$ cat config.mk
export PLATFORM = sky130hd
export DESIGN_NAME = control_sequencer
export DESIGN_NICKNAME = d
export VERILOG_FILES = /design/src/rtl/control_sequencer.sv
export SDC_FILE = /design/constraint.sdc
export NUM_CORES = 1
export LEC_CHECK = 0
export BUFFER_PORTS_ARGS = -buffer_cell sky130_fd_sc_hd__buf_2
export CORE_MARGIN = 4
export CORE_UTILIZATION = 30
export DETAILED_ROUTE_END_ITERATION = 7
export PLACE_DENSITY_LB_ADDON = 0.08
export SLEW_MARGIN = 10
export SYNTH_ARGS = -nofsm -noshare
export SYNTH_HDL_FRONTEND = slang
export SYNTH_SLANG_ARGS = --single-unit
$ cat constraint.sdc
create_clock -name Clock_i -period 5.1 [get_ports Clock_i]
set_clock_uncertainty 0.1 [all_clocks]
set_input_delay 0.255 -clock Clock_i [delete_from_list [all_inputs] [get_ports Clock_i]]
set_output_delay 0.255 -clock Clock_i [all_outputs]
set_load 0.01 [all_outputs]
$ cat src/rtl/control_sequencer.sv
// control_sequencer: multi-cycle Moore control sequencer for the accumulator-less datapath.
// Ports: Clock_i, Reset_i (sync high), Stop_i, IR_i, Mem_ready_i -> Ctl_o[27:0],
//   Reg_enableIn_o, Run_o, Retired_o, Trap_o. Optional macro CTRL_SEQ_TRAP_EN traps unmapped opcodes.
module control_sequencer #(
  parameter int IR_WIDTH = 32,
  parameter int NUM_REGS = 16,
  parameter int LINK_REG = 14,
  parameter int CNT_W    = 16
) (
  input  logic                Clock_i,
  input  logic                Reset_i,
  input  logic                Stop_i,
  input  logic [IR_WIDTH-1:0] IR_i,
  input  logic                Mem_ready_i,
  output logic [27:0]         Ctl_o,
  output logic [NUM_REGS-1:0] Reg_enableIn_o,
  output logic                Run_o,
  output logic [CNT_W-1:0]    Retired_o,
  output logic                Trap_o
);

  localparam int PCOUT = 0;
  localparam int ZHO   = 1;
  localparam int ZLO   = 2;
  localparam int MDRO  = 3;
  localparam int MARE  = 4;
  localparam int PCE   = 5;
  localparam int MDRE  = 6;
  localparam int IRE   = 7;
  localparam int YE    = 8;
  localparam int INCPC = 9;
  localparam int MDRR  = 10;
  localparam int HIIN  = 11;
  localparam int LOIN  = 12;
  localparam int HIO   = 13;
  localparam int LOO   = 14;
  localparam int ZHI   = 15;
  localparam int ZLI   = 16;
  localparam int COUT  = 17;
  localparam int RAMW  = 18;
  localparam int GRA   = 19;
  localparam int GRB   = 20;
  localparam int GRC   = 21;
  localparam int RE    = 22;
  localparam int ROUT  = 23;
  localparam int BAO   = 24;
  localparam int CONE  = 25;
  localparam int OUTE  = 26;
  localparam int INPO  = 27;

  typedef enum logic [4:0] {
    C_RST, C_F0, C_F1, C_F2,
    C_ALU, C_IMM, C_MD, C_UN,
    C_LD, C_LDI, C_ST, C_BR,
    C_JR, C_JAL, C_MFHI, C_MFLO,
    C_IN, C_OUT, C_NOP, C_HALT,
    C_TRAP
  } cls_e;

  cls_e             cls_q, cls_d, dec_cls;
  logic [2:0]       step_q, step_d, last_step;
  logic [CNT_W-1:0] ret_q, ret_d;
  logic             retire, mem_wait;
  logic [4:0]       opcode;
  logic             unused_ir;

  assign opcode    = IR_i[IR_WIDTH-1 -: 5];
  assign unused_ir = ^IR_i[IR_WIDTH-6:0];

  always_comb begin
    dec_cls = C_NOP;
    case (opcode)
      5'b00000: dec_cls = C_LD;
      5'b00001: dec_cls = C_LDI;
      5'b00010: dec_cls = C_ST;
      5'b00011, 5'b00100, 5'b00101, 5'b00110,
      5'b00111, 5'b01000, 5'b01001, 5'b01010:
        dec_cls = C_ALU;
      5'b01011, 5'b01100, 5'b01101: dec_cls = C_IMM;
      5'b01110, 5'b01111: dec_cls = C_MD;
      5'b10000, 5'b10001: dec_cls = C_UN;
      5'b10010: dec_cls = C_BR;
      5'b10011: dec_cls = C_JR;
      5'b10100: dec_cls = C_JAL;
      5'b10101: dec_cls = C_IN;
      5'b10110: dec_cls = C_OUT;
      5'b10111: dec_cls = C_MFHI;
      5'b11000: dec_cls = C_MFLO;
      5'b11001: dec_cls = C_NOP;
      5'b11010: dec_cls = C_HALT;
`ifdef CTRL_SEQ_TRAP_EN
      default:  dec_cls = C_TRAP;
`else
      default:  dec_cls = C_NOP;
`endif
    endcase
  end

  always_comb begin
    last_step = 3'd1;
    case (cls_q)
      C_ALU, C_IMM, C_LDI: last_step = 3'd3;
      C_MD:                last_step = 3'd4;
      C_UN, C_JAL:         last_step = 3'd2;
      C_LD, C_ST, C_BR:    last_step = 3'd5;
      default:             last_step = 3'd1;
    endcase
  end

  // Memory-access steps hold until the memory handshake completes.
  assign mem_wait = (cls_q == C_LD && step_q == 3'd4) ||
                    (cls_q == C_ST && step_q == 3'd5);

  always_ff @(posedge Clock_i) begin
    if (Reset_i) begin
      cls_q  <= C_RST;
      step_q <= 3'd1;
      ret_q  <= '0;
    end else begin
      cls_q  <= cls_d;
      step_q <= step_d;
      ret_q  <= ret_d;
    end
  end

  always_comb begin
    cls_d  = cls_q;
    step_d = step_q;
    retire = 1'b0;
    case (cls_q)
      C_RST: begin
        cls_d  = C_F0;
        step_d = 3'd1;
      end
      C_F0: cls_d = C_F1;
      C_F1: if (Mem_ready_i) cls_d = C_F2;
      C_F2: begin
        cls_d  = dec_cls;
        step_d = 3'd1;
      end
      C_HALT, C_TRAP: begin
        cls_d = cls_q;
      end
      default: begin
        if (!mem_wait || Mem_ready_i) begin
          if (step_q == last_step) begin
            cls_d  = C_F0;
            step_d = 3'd1;
            retire = 1'b1;
          end else begin
            step_d = step_q + 3'd1;
          end
        end
      end
    endcase
    // A trap stays a trap; anything else is aborted into HALT.
    if (Stop_i && cls_q != C_TRAP) begin
      cls_d  = C_HALT;
      step_d = 3'd1;
      retire = 1'b0;
    end
  end

  assign ret_d     = retire ? ret_q + CNT_W'(1) : ret_q;
  assign Retired_o = ret_q;

  always_comb begin
    Ctl_o          = '0;
    Reg_enableIn_o = '0;
    Run_o          = 1'b1;
    Trap_o         = 1'b0;
    case (cls_q)
      C_F0: begin
        Ctl_o[PCOUT] = 1'b1;
        Ctl_o[MARE]  = 1'b1;
        Ctl_o[INCPC] = 1'b1;
      end
      C_F1: begin
        Ctl_o[MDRE] = 1'b1;
        Ctl_o[MDRR] = 1'b1;
        Ctl_o[ZLO]  = 1'b1;
        // The incremented PC is latched only once, on the completing cycle.
        Ctl_o[PCE]  = Mem_ready_i;
      end
      C_F2: begin
        Ctl_o[MDRO] = 1'b1;
        Ctl_o[IRE]  = 1'b1;
      end
      C_ALU, C_IMM: begin
        case (step_q)
          3'd1: begin
            Ctl_o[GRB]  = 1'b1;
            Ctl_o[ROUT] = 1'b1;
            Ctl_o[YE]   = 1'b1;
          end
          3'd2: begin
            Ctl_o[ZLI] = 1'b1;
            if (cls_q == C_ALU) begin
              Ctl_o[GRC]  = 1'b1;
              Ctl_o[ROUT] = 1'b1;
            end else begin
              Ctl_o[COUT] = 1'b1;
            end
          end
          default: begin
            Ctl_o[ZLO] = 1'b1;
            Ctl_o[GRA] = 1'b1;
            Ctl_o[RE]  = 1'b1;
          end
        endcase
      end
      C_MD: begin
        case (step_q)
          3'd1: begin
            Ctl_o[GRA]  = 1'b1;
            Ctl_o[ROUT] = 1'b1;
            Ctl_o[YE]   = 1'b1;
          end
          3'd2: begin
            Ctl_o[GRB]  = 1'b1;
            Ctl_o[ROUT] = 1'b1;
            Ctl_o[ZLI]  = 1'b1;
            Ctl_o[ZHI]  = 1'b1;
          end
          3'd3: begin
            Ctl_o[ZLO]  = 1'b1;
            Ctl_o[LOIN] = 1'b1;
          end
          default: begin
            Ctl_o[ZHO]  = 1'b1;
            Ctl_o[HIIN] = 1'b1;
          end
        endcase
      end
      C_UN: begin
        if (step_q == 3'd1) begin
          Ctl_o[GRB]  = 1'b1;
          Ctl_o[ROUT] = 1'b1;
          Ctl_o[ZLI]  = 1'b1;
        end else begin
          Ctl_o[ZLO] = 1'b1;
          Ctl_o[GRA] = 1'b1;
          Ctl_o[RE]  = 1'b1;
        end
      end
      C_LD, C_LDI, C_ST: begin
        case (step_q)
          3'd1: begin
            Ctl_o[GRB] = 1'b1;
            Ctl_o[BAO] = 1'b1;
            Ctl_o[YE]  = 1'b1;
          end
          3'd2: begin
            Ctl_o[COUT] = 1'b1;
            Ctl_o[ZLI]  = 1'b1;
          end
          3'd3: begin
            Ctl_o[ZLO] = 1'b1;
            if (cls_q == C_LDI) begin
              Ctl_o[GRA] = 1'b1;
              Ctl_o[RE]  = 1'b1;
            end else begin
              Ctl_o[MARE] = 1'b1;
            end
          end
          3'd4: begin
            Ctl_o[MDRE] = 1'b1;
            if (cls_q == C_LD) begin
              Ctl_o[MDRR] = 1'b1;
            end else begin
              Ctl_o[GRA]  = 1'b1;
              Ctl_o[ROUT] = 1'b1;
            end
          end
          default: begin
            Ctl_o[MDRO] = 1'b1;
            if (cls_q == C_LD) begin
              Ctl_o[GRA] = 1'b1;
              Ctl_o[RE]  = 1'b1;
            end else begin
              Ctl_o[RAMW] = 1'b1;
            end
          end
        endcase
      end
      C_BR: begin
        case (step_q)
          3'd1: begin
            Ctl_o[GRA]  = 1'b1;
            Ctl_o[ROUT] = 1'b1;
            Ctl_o[CONE] = 1'b1;
          end
          // Bubble while the condition flop settles.
          3'd2: Ctl_o = '0;
          3'd3: begin
            Ctl_o[PCOUT] = 1'b1;
            Ctl_o[YE]    = 1'b1;
          end
          3'd4: begin
            Ctl_o[COUT] = 1'b1;
            Ctl_o[ZLI]  = 1'b1;
          end
          default: begin
            Ctl_o[ZLO] = 1'b1;
            Ctl_o[PCE] = 1'b1;
          end
        endcase
      end
      C_JAL, C_JR: begin
        if (cls_q == C_JAL && step_q == 3'd1) begin
          Ctl_o[PCOUT]             = 1'b1;
          Reg_enableIn_o[LINK_REG] = 1'b1;
        end else begin
          Ctl_o[GRA]  = 1'b1;
          Ctl_o[ROUT] = 1'b1;
          Ctl_o[PCE]  = 1'b1;
        end
      end
      C_MFHI: begin
        Ctl_o[HIO] = 1'b1;
        Ctl_o[GRA] = 1'b1;
        Ctl_o[RE]  = 1'b1;
      end
      C_MFLO: begin
        Ctl_o[LOO] = 1'b1;
        Ctl_o[GRA] = 1'b1;
        Ctl_o[RE]  = 1'b1;
      end
      C_IN: begin
        Ctl_o[INPO] = 1'b1;
        Ctl_o[GRA]  = 1'b1;
        Ctl_o[RE]   = 1'b1;
      end
      C_OUT: begin
        Ctl_o[GRA]  = 1'b1;
        Ctl_o[ROUT] = 1'b1;
        Ctl_o[OUTE] = 1'b1;
      end
      C_HALT: Run_o = 1'b0;
      C_TRAP: begin
        Run_o = 1'b0;
`ifdef CTRL_SEQ_TRAP_EN
        Trap_o = 1'b1;
`endif
      end
      default: Ctl_o = '0;
    endcase
  end

endmodule

==> impl_metrics.tcl, run 1 <==
set metrics [dict create \
    globalRouteTotalUtil 0.1432 \
    core_area_mm2 0.008341 \
    clock_tree.htree_level_count 1 \
    start_util 0.3135 \
    hold_path.startpoint "IR_i[31]" \
    synthesized_area_mm2 0.002615 \
    die-width_um 101.4 \
    global_route.overflow_total 0 \
    finalHoldViolations 0 \
    maximum_number_of_pins_on_one_net_before_global_route_repair 36 \
    floorplan.die_area_mm2 0.01027 \
    clkSlewWorstSetupHoldPaths_ns 0.09 \
    antenna_found_initial 0 \
    synth_top_area_cell "dfxtp_1" \
    cts_root_buf "clkbuf_8" \
    fillCellCount 953 \
    antenna_cells_inserted 0 \
    yosys_warnings 0 \
    slew_violations 0 \
    fp-row-count 33 \
    placement.io_buffers 54 \
    ioPinCount 98 \
    cp_cell_sequence "nand2b_1 -> nor2_1 -> nand2_1 -> a21boi_0 -> a221oi_1 -> nand2_1 -> buf_2" \
    slowest_stage "dfxtp_1" \
    sequentialPowerShare 0.414 \
    cts-resized-gates 0 \
    dieHeight_um 101.4 \
    worstSetupStartpointType "register" \
    critical_path.endpoint_type "output pin" \
    hpwl_detailed_um 5587 \
    viasPerCell 5.281 \
    power.density_cell_area_mw_per_mm2 163.8 \
    grt_pass1_wl_um 12300 \
    finalWorstPathRequiredPeriod_ns 2.887 \
    maxCapViolCount 0 \
    maximum_clock_frequency_mhz 346.4 \
    route.detailed.wl_per_inst_um 14.64 \
    share_clk_of_total_power 0.354 \
    ws_path_type "reg -> out" \
    synth_cell_types 56 \
    netlist_top_cells_area "dfxtp_1, ha_1, nor2_1" \
    bufs_on_longest_clock_path 2 \
    crit_path_frequent_cell "nand2_1" \
    number_of_flops_mapped_to_enable_cells_by_yosys 0 \
    place.gp.congestion 0.7585 \
    area.growth.synth_to_final_pct 11.48 \
    min_period_over_period 0.5661 \
    layout.cell_area.non_filler_mm2 0.002915 \
    clock_sinks 24 \
    cts-buffers-inserted 3 \
    synth_top_flop_cell "dfxtp_1" \
    rsz0062_at_grt "no" \
    yosysTopAreaCellShare 0.1837 \
    relative_max_transition_margin 0.4626 \
    post_route_cells_drive_above_1_share 0.2005 \
    synth_async_reset_ratio 0 \
    placement.cell_area_mm2 0.002844 \
    detail-route-antenna-nets 0 \
    outcome "finished, final reports clean" \
    layout.nets 454 \
    max_slew.worst_pin.slew_ns 0.8050 \
    via_count 2688 \
    critical_path.startpoint "cls_q[2]" \
    critPathRequiredTime_ns 4.74 \
    detail_route.wirelength_um 7450 \
    comb_power_share 0.232 \
    clk_latency_ns 0.27 \
    cts_tree "built" \
    switching_share 0.3019 \
    internal-power_mw 0.3333 \
    timing.critical_path.slowest_cell_delay_ns 0.74 \
    remaining_drc_errors 0 \
    cp_top_family "simple AND/OR/NAND/NOR gates" \
    crit_buf_inv 1 \
    dr.pass1.iters 4 \
    critical_path_arrival_ns 2.53 \
    static-leakage-power_nw 1.279 \
    cts_setup_buffers 0 \
    yosysSeqAreaShare 0.1837 \
    cts_hold_buffers 0 \
    critical_path.max_fanout 18 \
    register_bit_count_reported_by_yosys 24 \
    first_iter_violations 148 \
    r2r_start "cls_q[2]" \
    p_switching_mw 0.1441 \
    post_synth.cell_area_avg_um2 7.049 \
    grt_pass1_vias 2453 \
    setup_tns_final_ns 0 \
    setup-violations-final 0 \
    holdCritPathClass "in -> reg" \
    post_synth_inst_count 371 \
    peakVddDrop_mv 0.06095 \
]
-- state kept, by name, summed over array words and instances (netlist names) --
name	cells
step_q	3
Retired_o	16
cls_q	5
-- cells in the mapped netlist (6+ instances only) --
cell type	n
nor2b_1	21
nand3_1	13
a21oi_1	14
clkbuf_1	15
nand2_1	32
nand2b_1	8
nor3_1	26
nand4_1	9
ha_1	13
and3_1	8
inv_1	12
dfxtp_1	24
buf_4	20
mux2_2	13
nor2_1	42
o21ai_0	19
a31oi_1	6
-- tightest hold or removal path, delay by kind of cell --
family | cells | cell delay (ns)
AOI/OAI and AO/OA | 2 | 0.20
buffers and inverters | 1 | 0.14
-- layer usage --
| layer | GRT usage | vias up | share of wire |
|---|---|---|---|
| met5 | 0 | - | 0 |
| met4 | 0.01840 | 0 | 0.0031 |
| met3 | 0.02135 | 4 | 0.038 |
| met2 | 0.2299 | 58 | 0.46 |
| met1 | 0.2081 | 1264 | 0.50 |
| li1 | - | 1362 | - |
-- per-stage QoR --
step	hold WS [ns]	utilization	worst slack [ns]	std cells	power (mW)
after global placement	0.4339	0.3410	2.232	505	0.3134
final	0.2738	0.3495	2.213	509	0.4775
after global routing	0.3004	0.3495	1.922	509	0.5079
after CTS	0.2613	0.3495	2.207	509	0.4901
after detailed placement	0.4414	0.3410	2.236	505	0.3134
after floorplan	0.3446	-	2.708	386	0.2900
-- path summary, 6_finish.rpt --
kind                            cells past startpoint  slack, ns      endpoint
worst min-delay path                                3       0.27      cls_q[4]
worst min register to register                      2       0.45  Retired_o[3]
worst max register to register                      6       2.26     step_q[0]
worst max-delay path                                7       2.21      Ctl_o[2]
-- cell type report --
| type | count | area (µm²) | share of cell area |
|---|---|---|---|
| inverter | 13 | 48.80 | 0.01674 |
| clock buffer | 3 | 41.29 | 0.01416 |
| tap | 105 | 131.4 | 0.04506 |
| clock inverter | 1 | 30.03 | 0.01030 |
| multi-input combinational | 306 | 1891 | 0.6485 |
| timing repair buffer | 57 | 292.8 | 0.1004 |
| sequential | 24 | 480.5 | 0.1648 |
-- layout by cell type, fill, tap and decap left out, types with 4 or more instances in the layout --
master	synthesis	final
nand3_1	13	13
nand4_1	9	9
buf_2	4	54
o22ai_1	4	4
conb_1	1	16
nor2b_1	21	21
or3_1	4	4
a21oi_1	14	14
nand2_1	32	32
and3_1	8	8
a31oi_1	6	6
dfxtp_1	24	24
ha_1	13	13
nor3_1	26	25
inv_1	12	12
nand2b_1	8	8
mux2_2	13	13
nor2_1	42	42
o21ai_0	19	19
nand3b_1	4	4
-- power by group through the flow --
| stage | Combinational (mW) | Sequential [mW] | Clock (mW) |
|---|---|---|---|
| 2_1_floorplan | 0.0924 | 0.198 | 0 |
| 3_3_place_gp | 0.111 | 0.202 | 0 |
| 3_5_place_dp | 0.111 | 0.202 | 0 |
| 4_1_cts | 0.112 | 0.198 | 0.181 |
| 5_1_grt | 0.126 | 0.199 | 0.183 |
| 6_report | 0.111 | 0.198 | 0.169 |
-- kinds of logic after synthesis --
group,share of synthesized area
and+or+nand+nor,0.3636
AOI/OAI and AO/OA,0.1923
buffers and inverters,0.1167
DFF,0.1837
muxes,0.07655
adders and majority gates,0.06220
other,0.001434
xor gates and xnor gates,0.003350
Note: power is estimated with default switching activity, not from simulation.
==> inputs of run 2 (changes only) <==
clock period = 2.57 ns   (was 5.1 ns; I/O delays follow)
==> run 2 against run 1 <==
  * Worst setup slack lost 2.0 ns
  * Cell area is 6.7% higher
  * Critical path depth increased by 2
  * Combinational power up 120%
  * Flip-flop and latch count unchanged
  * First-iteration DRC count fell by 22%
  * Clock power grew 99%
  * Count of clock-buffer cells in the layout did not move
  * Largest power group unchanged
  * Highest routed layer unchanged
==> impl_metrics.tcl, run 2 (same netlist as run 1, synthesis figures left out) <==
set metrics [dict create \
    rsz0062_at_grt "no" \
    cts-buffers-inserted 3 \
    post_route_cells_drive_above_1_share 0.2576 \
    detail_route.wirelength_um 7789 \
    slew_violations 0 \
    floorplan.die_area_mm2 0.01027 \
    placement.cell_area_mm2 0.003029 \
    slowest_stage "dfxtp_2" \
    layout.cell_area.non_filler_mm2 0.003110 \
    clkSlewWorstSetupHoldPaths_ns 0.09 \
    globalRouteTotalUtil 0.1483 \
    hpwl_detailed_um 6053 \
    grt_util_met1 0.2193 \
    min_period_over_period 0.9146 \
    detailedPlace.worstSlack_ns 0.2478 \
    layout.cells.most_common "buf_2" \
    worstSetupStartpointType "register" \
    ioPinCount 98 \
    cp_cell_sequence "buf_4 -> buf_4 -> buf_4 -> nand2_2 -> nand2_1 -> a21boi_0 -> a221oi_1 -> nand2_1 -> buf_2" \
    layout.nets 477 \
    global_route.overflow_total 0 \
    outcome "finished, final reports clean" \
    gr-usage-met3 0.01860 \
    bufs_on_longest_clock_path 2 \
    crit_path_frequent_cell "buf_4" \
    critical_path.endpoint_type "output pin" \
    finalHoldViolations 0 \
    detail-route-antenna-nets 0 \
    finalWorstSetupSlack_ns 0.2194 \
    power.density_cell_area_mw_per_mm2 314.3 \
    area.growth.synth_to_final_pct 18.95 \
    route.detailed.wl_per_inst_um 14.64 \
    relative_max_transition_margin 0.5190 \
    die-width_um 101.4 \
    setup-violations-final 0 \
    maxCapViolCount 0 \
    clk_latency_ns 0.27 \
    clock_tree.htree_level_count 1 \
    critPathRequiredTime_ns 2.34 \
    critical_path.startpoint "cls_q[1]" \
    via_count 2788 \
    r2r_start "cls_q[0]" \
    layoutNonFillerInstCount 532 \
    timing.hold.ws_ns 0.1257 \
    total_power_mw 0.9775 \
    dr.pass1.iters 4 \
    setup_tns_final_ns 0 \
    core_area_mm2 0.008341 \
    peakVddDrop_mv 0.1968 \
    antenna_cells_inserted 0 \
    timing.critical_path.slowest_cell_delay_ns 0.44 \
    gr-usage-met2 0.2369 \
    ws_path_type "reg -> out" \
    clock_sinks 24 \
    place.gp.congestion 0.8559 \
    cts_root_buf "clkbuf_8" \
    static-leakage-power_nw 1.403 \
    placement.io_buffers 54 \
    largest_register_ff_count 16 \
    antenna_found_initial 0 \
    grt_pass1_vias 2486 \
    first_iter_violations 115 \
    cts_tree "built" \
    final_core_util 0.3729 \
    critical_path.max_fanout 17 \
    holdCritPathClass "in -> reg" \
    layout.cells.most_common_list "buf_2, nor2_1, nand2_1, nor3_1, buf_4" \
    fp-row-count 33 \
    maximum_number_of_pins_on_one_net_before_global_route_repair 23 \
    hold_path.startpoint "IR_i[31]" \
    start_util 0.3135 \
    viasPerCell 5.241 \
    critical_path_arrival_ns 2.12 \
    maximum_clock_frequency_mhz 425.4 \
    remaining_drc_errors 0 \
    global_route.peak_usage_layer "met2" \
    dieHeight_um 101.4 \
    grt_pass1_wl_um 12620 \
    numPlacedInstances 528 \
    fillCellCount 951 \
    finalWorstPathRequiredPeriod_ns 2.351 \
    max_slew.worst_pin.slew_ns 0.7124 \
]
## run 2: area by class of cell
class                   count  area [µm²]  area share
repair buffers             80       478.0      0.1537
clock buffers               3       41.29     0.01327
multi-input cells         306        1896      0.6094
inverters                  13       48.80     0.01569
flip-flops and latches     24       485.5      0.1561
well taps                 105       131.4     0.04224
clock inverters             1       30.03    0.009654
## run 2: worst paths after layout
path                                endpoint  slack [ns]  cells past startpoint
worst min register to register  Retired_o[3]        0.47                      2
worst max register to register  Retired_o[0]        0.30                      8
worst max-delay path                Ctl_o[2]        0.22                      9
worst min-delay path                cls_q[4]        0.13                      3
## run 2: repair_timing
item | 4_1_cts | 5_1_grt
gates resized for setup | 0 | 7
hold buffers | 0 | 0
buffers inserted | 0 | 0
endpoints found under the setup margin | 0 | 3
hold endpoints to repair | 0 | 0
## run 2: worst max-delay path: cells and delay by family, from the launching register on
family / cells / cell delay [ns]
AO/OA/AOI/OAI: 2 / 0.34
buffers and inverters: 4 / 0.66
AND/OR/NAND/NOR: 3 / 0.41
flip-flops: 1 / 0.44
## run 2: power breakdown
| part | switching, mW | internal [mW] | leakage (nW) |
|---|---|---|---|
| clock network | 0.129 | 0.208 | 0.0357 |
| logic | 0.151 | 0.0962 | 1.17 |
| registers | 0.0148 | 0.378 | 0.196 |
| total | 0.295 | 0.683 | 1.40 |
## run 2: layer usage
layer | part of all wire | up-vias
met1 | 0.49 | 1322
li1 | - | 1397
met2 | 0.46 | 65
met5 | 0 | -
met3 | 0.049 | 4
met4 | 0.0030 | 0
